--- config.mk ---
export PLATFORM = sky130hd
export DESIGN_NAME = vga_timing_gen
export DESIGN_NICKNAME = d
export VERILOG_FILES = /design/src/rtl/vga_timing_gen.sv
export SDC_FILE = /design/constraint.sdc
export NUM_CORES = 1
export LEC_CHECK = 0
export ABC_AREA = 0
export BUFFER_PORTS_ARGS = -buffer_cell sky130_fd_sc_hd__buf_2
export CORE_ASPECT_RATIO = 1.4
export CORE_UTILIZATION = 59
export CTS_CLUSTER_SIZE = 25
export DETAILED_ROUTE_END_ITERATION = 10
export PLACE_DENSITY = 0.81
export SLEW_MARGIN = 15
export SYNTH_ARGS = -nofsm -noshare
export SYNTH_HDL_FRONTEND = slang
export SYNTH_SLANG_ARGS = --single-unit
--- constraint.sdc ---
create_clock -name clk -period 5.9 [get_ports clk]
set_input_delay 0.59 -clock clk [delete_from_list [all_inputs] [get_ports clk]]
set_output_delay 0.59 -clock clk [all_outputs]
set_load 0.02 [all_outputs]
--- src/rtl/vga_timing_gen.sv ---
// Parametrised VGA timing generator with a registered four-mode RGB test pattern.
// Define VGA_BORDER_EN to force a white one-pixel border around the active area.
module vga_timing_gen #(
    parameter int unsigned H_DISPLAY    = 640,
    parameter int unsigned H_FRONT      = 16,
    parameter int unsigned H_SYNC       = 96,
    parameter int unsigned H_BACK       = 48,
    parameter int unsigned V_DISPLAY    = 480,
    parameter int unsigned V_FRONT      = 10,
    parameter int unsigned V_SYNC       = 2,
    parameter int unsigned V_BACK       = 33,
    parameter bit          HS_POL       = 1'b0,
    parameter bit          VS_POL       = 1'b0,
    parameter int unsigned COLOR_W      = 4,
    parameter int unsigned CYCLE_FRAMES = 60,
    parameter int unsigned CHECK_LOG2   = 5,
    parameter int unsigned GRAD_SHIFT   = 4,
    localparam int unsigned H_TOTAL     = H_DISPLAY + H_FRONT + H_SYNC + H_BACK,
    localparam int unsigned V_TOTAL     = V_DISPLAY + V_FRONT + V_SYNC + V_BACK,
    localparam int unsigned HW          = $clog2(H_TOTAL),
    localparam int unsigned VW          = $clog2(V_TOTAL)
) (
    input  logic               clk,
    input  logic               reset_n,
    input  logic [1:0]         mode,
    output logic               hsync,
    output logic               vsync,
    output logic               video_on,
    output logic [HW-1:0]      x,
    output logic [VW-1:0]      y,
    output logic               frame_start,
    output logic [COLOR_W-1:0] red,
    output logic [COLOR_W-1:0] green,
    output logic [COLOR_W-1:0] blue
);

    localparam int unsigned HS_START = H_DISPLAY + H_FRONT;
    localparam int unsigned HS_END   = HS_START + H_SYNC;
    localparam int unsigned VS_START = V_DISPLAY + V_FRONT;
    localparam int unsigned VS_END   = VS_START + V_SYNC;
    localparam int unsigned BAR_W    = H_DISPLAY / 8;
    localparam int unsigned FW       = (CYCLE_FRAMES > 1) ? $clog2(CYCLE_FRAMES) : 1;
    localparam logic [COLOR_W-1:0] FULL = {COLOR_W{1'b1}};

    typedef enum logic [1:0] {
        ColR = 2'd0,
        ColG = 2'd1,
        ColB = 2'd2
    } colour_e;

    logic [HW-1:0]      h_cnt_q, h_cnt_d;
    logic [VW-1:0]      v_cnt_q, v_cnt_d;
    logic [1:0]         mode_q, mode_d;
    logic [FW-1:0]      frame_cnt_q, frame_cnt_d;
    colour_e            colour_q, colour_d;

    logic               hsync_q, hsync_d;
    logic               vsync_q, vsync_d;
    logic               video_on_q, video_on_d;
    logic               frame_start_q, frame_start_d;
    logic [HW-1:0]      x_q, x_d;
    logic [VW-1:0]      y_q, y_d;
    logic [COLOR_W-1:0] red_q, red_d;
    logic [COLOR_W-1:0] green_q, green_d;
    logic [COLOR_W-1:0] blue_q, blue_d;

    logic [31:0]        h_val, v_val;
    logic               h_last, v_last, frame_first;
    logic [3:0]         bar_k;
    logic               check_on;
    logic [COLOR_W-1:0] pat_r, pat_g, pat_b;

    // Counters, frame pacing and per-frame mode latch.
    always_comb begin
        h_val       = 32'(h_cnt_q);
        v_val       = 32'(v_cnt_q);
        h_last      = (h_val == H_TOTAL - 1);
        v_last      = (v_val == V_TOTAL - 1);
        frame_first = (h_cnt_q == '0) && (v_cnt_q == '0);

        h_cnt_d = h_last ? '0 : h_cnt_q + HW'(1);
        v_cnt_d = v_cnt_q;
        if (h_last) begin
            v_cnt_d = v_last ? '0 : v_cnt_q + VW'(1);
        end

        // The (0,0) pixel already uses the incoming mode, so the whole frame is consistent.
        mode_d = frame_first ? mode : mode_q;

        // Stepping on the last pixel makes the new value govern the frame starting at (0,0).
        frame_cnt_d = frame_cnt_q;
        colour_d    = colour_q;
        if (h_last && v_last) begin
            if (32'(frame_cnt_q) >= CYCLE_FRAMES - 1) begin
                frame_cnt_d = '0;
                case (colour_q)
                    ColR:    colour_d = ColG;
                    ColG:    colour_d = ColB;
                    default: colour_d = ColR;
                endcase
            end else begin
                frame_cnt_d = frame_cnt_q + FW'(1);
            end
        end
    end

    // Pattern generator, evaluated on the current counter state.
    always_comb begin
        bar_k = '0;
        for (int unsigned i = 1; i <= 8; i++) begin
            if (h_val >= i * BAR_W) begin
                bar_k = bar_k + 4'd1;
            end
        end
        check_on = 1'(h_cnt_q >> CHECK_LOG2) ^ 1'(v_cnt_q >> CHECK_LOG2);

        pat_r = '0;
        pat_g = '0;
        pat_b = '0;
        case (mode_d)
            2'd0: begin
                pat_r = (colour_q == ColR) ? FULL : '0;
                pat_g = (colour_q == ColG) ? FULL : '0;
                pat_b = (colour_q == ColB) ? FULL : '0;
            end
            2'd1: begin
                // Bar order 111,110,011,010,101,100,001,000 is (R,G,B) = ~(k[1],k[2],k[0]).
                if (!bar_k[3]) begin
                    pat_r = {COLOR_W{~bar_k[1]}};
                    pat_g = {COLOR_W{~bar_k[2]}};
                    pat_b = {COLOR_W{~bar_k[0]}};
                end
            end
            2'd2: begin
                if (check_on) begin
                    pat_r = FULL;
                    pat_g = FULL;
                    pat_b = FULL;
                end
            end
            default: begin
                pat_r = COLOR_W'(h_cnt_q >> GRAD_SHIFT);
                pat_g = COLOR_W'(v_cnt_q >> GRAD_SHIFT);
            end
        endcase
    end

    // Output stage: everything below is registered together so syncs and colour stay aligned.
    always_comb begin
        hsync_d       = ((h_val >= HS_START) && (h_val < HS_END)) ? HS_POL : ~HS_POL;
        vsync_d       = ((v_val >= VS_START) && (v_val < VS_END)) ? VS_POL : ~VS_POL;
        video_on_d    = (h_val < H_DISPLAY) && (v_val < V_DISPLAY);
        frame_start_d = frame_first;
        x_d           = h_cnt_q;
        y_d           = v_cnt_q;

        red_d   = '0;
        green_d = '0;
        blue_d  = '0;
        if (video_on_d) begin
            red_d   = pat_r;
            green_d = pat_g;
            blue_d  = pat_b;
`ifdef VGA_BORDER_EN
            if ((h_val == 0) || (h_val == H_DISPLAY - 1) ||
                (v_val == 0) || (v_val == V_DISPLAY - 1)) begin
                red_d   = FULL;
                green_d = FULL;
                blue_d  = FULL;
            end
`endif
        end
    end

    always_ff @(posedge clk or negedge reset_n) begin
        if (!reset_n) begin
            h_cnt_q       <= '0;
            v_cnt_q       <= '0;
            mode_q        <= '0;
            frame_cnt_q   <= '0;
            colour_q      <= ColR;
            hsync_q       <= ~HS_POL;
            vsync_q       <= ~VS_POL;
            video_on_q    <= 1'b0;
            frame_start_q <= 1'b0;
            x_q           <= '0;
            y_q           <= '0;
            red_q         <= '0;
            green_q       <= '0;
            blue_q        <= '0;
        end else begin
            h_cnt_q       <= h_cnt_d;
            v_cnt_q       <= v_cnt_d;
            mode_q        <= mode_d;
            frame_cnt_q   <= frame_cnt_d;
            colour_q      <= colour_d;
            hsync_q       <= hsync_d;
            vsync_q       <= vsync_d;
            video_on_q    <= video_on_d;
            frame_start_q <= frame_start_d;
            x_q           <= x_d;
            y_q           <= y_d;
            red_q         <= red_d;
            green_q       <= green_d;
            blue_q        <= blue_d;
        end
    end

    assign hsync       = hsync_q;
    assign vsync       = vsync_q;
    assign video_on    = video_on_q;
    assign frame_start = frame_start_q;
    assign x           = x_q;
    assign y           = y_q;
    assign red         = red_q;
    assign green       = green_q;
    assign blue        = blue_q;

endmodule

==> out/metrics.yaml <==
crit_arrival_ps: 5040
whs_ps: 406
async_flop_share_pct: 100
path_cells: "nor2_1 > and3b_1 > ha_1 > or2_2 > o32ai_2 > nor2_4 > inv_1 > ha_1 > mux2i_1 > xor2_1 > a21oi_1 > ha_1 > nand2_1 > xnor3_1 > nand4b_1 > xor2_2 > o31ai_1"
grt_max_degree: 64
cts_buffers: 9
postCtsResizedCells: 0
setup_viol: 0
critPathRequiredTime_ps: 6100
syn2layout_area_growth_pct: 9.59
p_leak_nw: 1.85
slowest_stage: "dfrtp_1"
core-area_sq_um: 5650
routed_wl_microns: 7230
cts_setup_buffers: 0
syn-cell-area_sq_um: 3520
status: "completed"
viasPerCell: 6.08
path_buf_inv: 1
htree_levels: 3
synth_cell_type_count: 66
io_pins: 40
drtIter0Drc: 197
grt_usage_pct: 26.0
power_density_nw_per_um2: 205
drc: 0
die_h_microns: 93.4
synthCells: 350
grt_pass1_vias: 2631
start_kind: "flop"
cpMostUsedCell: "ha_1"
period_needed_ps: 4840
slew_headroom_pct: 50.4
cts.sinks: 63
path_clk_slew_ps: 60
placed_cells: 437
power_mw: 0.791
cap_viol_max_count: 0
synth-seq-cells: 63
synth_area_leaders: "dfrtp_1, ha_1, xnor2_1"
ys_top_cells_by_count: "dfrtp_1, nand2_1, nor2_1"
syn_nets: 369
final_area_sq_um: 3860
ys_seq_area_share_pct: 44.8
worst_pin_slew_ps: 744
yosysTopAreaCell: "dfrtp_1"
first_pass_iters: 4
hold_viol: 0
rsz0062_at_grt: "no"
synth_top_cell_area_share_pct: 43.4
drive_gt1_share_pct: 19.0
crit_type: "flop to flop"
grt_pass1_wl_microns: 12100
antenna_left: 0
vdd_drop_max_uv: 120
synth-edff-count: 0
cp_max_fo: 21
num_antenna_cells: 0
syn_avg_cell_area_sq_um: 10.1
port_buffers: 39
period_share_pct: 82.0
row_count: 32
yosysWarnings: 0
root_buffer: "clkbuf_8"
routabilityCongestion: 0.808
wl_per_cell_microns: 16.0
num_vias: 2748
min_path_type: "input pin to asynchronous set/reset pin"
cts.path.max_buffers: 2
grt_overflow_total: 0
crit_family: "simple AND/OR/NAND/NOR gates"
skew_ps: 4.90
yosysMostFrequentCell: "dfrtp_1"
synth_ff_type: "dfrtp_1"
max_freq_mhz: 207
hold_buffers: 0
placed_area_sq_um: 3690
dieArea_sq_um: 6290
critPathMaxStageDelay_ps: 600
clk_latency_ps: 340
nets: 399
end_kind: "flop"
final_max_slew_viol_count: 0
hpwl_microns: 5250
cts_tree: "built"
start_util_pct: 62.4
fin_tns_setup_ps: 0
dieWidth_microns: 67.3
antenna_found_initial: 0
fin_cells: 452
-- final timing paths --
check	depth (start not counted)	slack, ps	startpoint	end
max	17	1060	h_cnt_q[9]	green[1]
min	2	410	reset_n	y[3]
max reg2reg	17	1060	h_cnt_q[9]	green[1]
min reg2reg	0	450	v_cnt_q[0]	y[0]
max in group asynchronous	2	5010	reset_n	red[3]
min in group clk	0	450	v_cnt_q[0]	y[0]
-- placed cells by master (no fill, tap or decap), types with 4 or more instances in the layout --
| cell type | count |
|---|---|
| a21oi_1 | 13 |
| and3_1 | 4 |
| buf_2 | 39 |
| clkbuf_8 | 10 |
| dfrtp_1 | 61 |
| ha_1 | 15 |
| inv_1 | 15 |
| nand2_1 | 27 |
| nand2b_1 | 4 |
| nand3_1 | 13 |
| nand4_1 | 6 |
| nor2_1 | 20 |
| nor3_1 | 11 |
| o211ai_1 | 9 |
| o21ai_0 | 14 |
| o31ai_1 | 14 |
| xnor2_1 | 13 |
| xor2_1 | 12 |
-- power breakdown --
| part | total [mW] | leakage (nW) | switching (mW) | internal, mW |
|---|---|---|---|---|
| clock | 0.315 | 0.0850 | 0.156 | 0.159 |
| sequential | 0.439 | 0.815 | 0.00176 | 0.438 |
| combinational | 0.0370 | 0.955 | 0.0261 | 0.0109 |
| total | 0.791 | 1.85 | 0.184 | 0.608 |
-- sequential cells by signal (all words and copies together) (netlist names) --
register and cells:
x 10, h_cnt_q 10, colour_q 2, video_on 1
y 10, mode_q 2, v_cnt_q 10, frame_start 1
frame_cnt_q 6, blue 1, green 4, vsync 1
hsync 1, red 4
-- logic make-up after synthesis --
logic type,Yosys count,share of synthesized area (%)
muxes,5,1.53
adders and majority gates,15,5.33
AOI/OAI and AO/OA,82,16.5
and+or+nand+nor,120,19.0
buffers and inverters,38,5.40
xor gates and xnor gates,27,7.32
DFF,63,44.8
-- metal layers --
metal	wire (microns)	track usage (%)	share of wire, %
met1	2860	29.9	40
met2	4070	46.2	56
met3	170	4.39	2.4
met4	123	10.8	1.7
met5	0	0	0
-- area by class of cell --
class | count | area, sq um
Clock inverter | 4 | 22.5
Sequential cell | 63 | 1580
Inverter | 15 | 56.3
Multi-Input combinational cell | 249 | 1760
Clock buffer | 11 | 141
Fill cell | 431 | 1790
Timing Repair Buffer | 42 | 218
Tap cell | 68 | 85.1
-- through the flow --
stage	setup slack (ps)	util, %
finish	1060	68.4
global placement	1330	65.4
floorplan	1580	-
global route	626	68.4
detailed placement	1090	65.4
CTS	1070	68.3
Power figures use the tool's default switching activity.
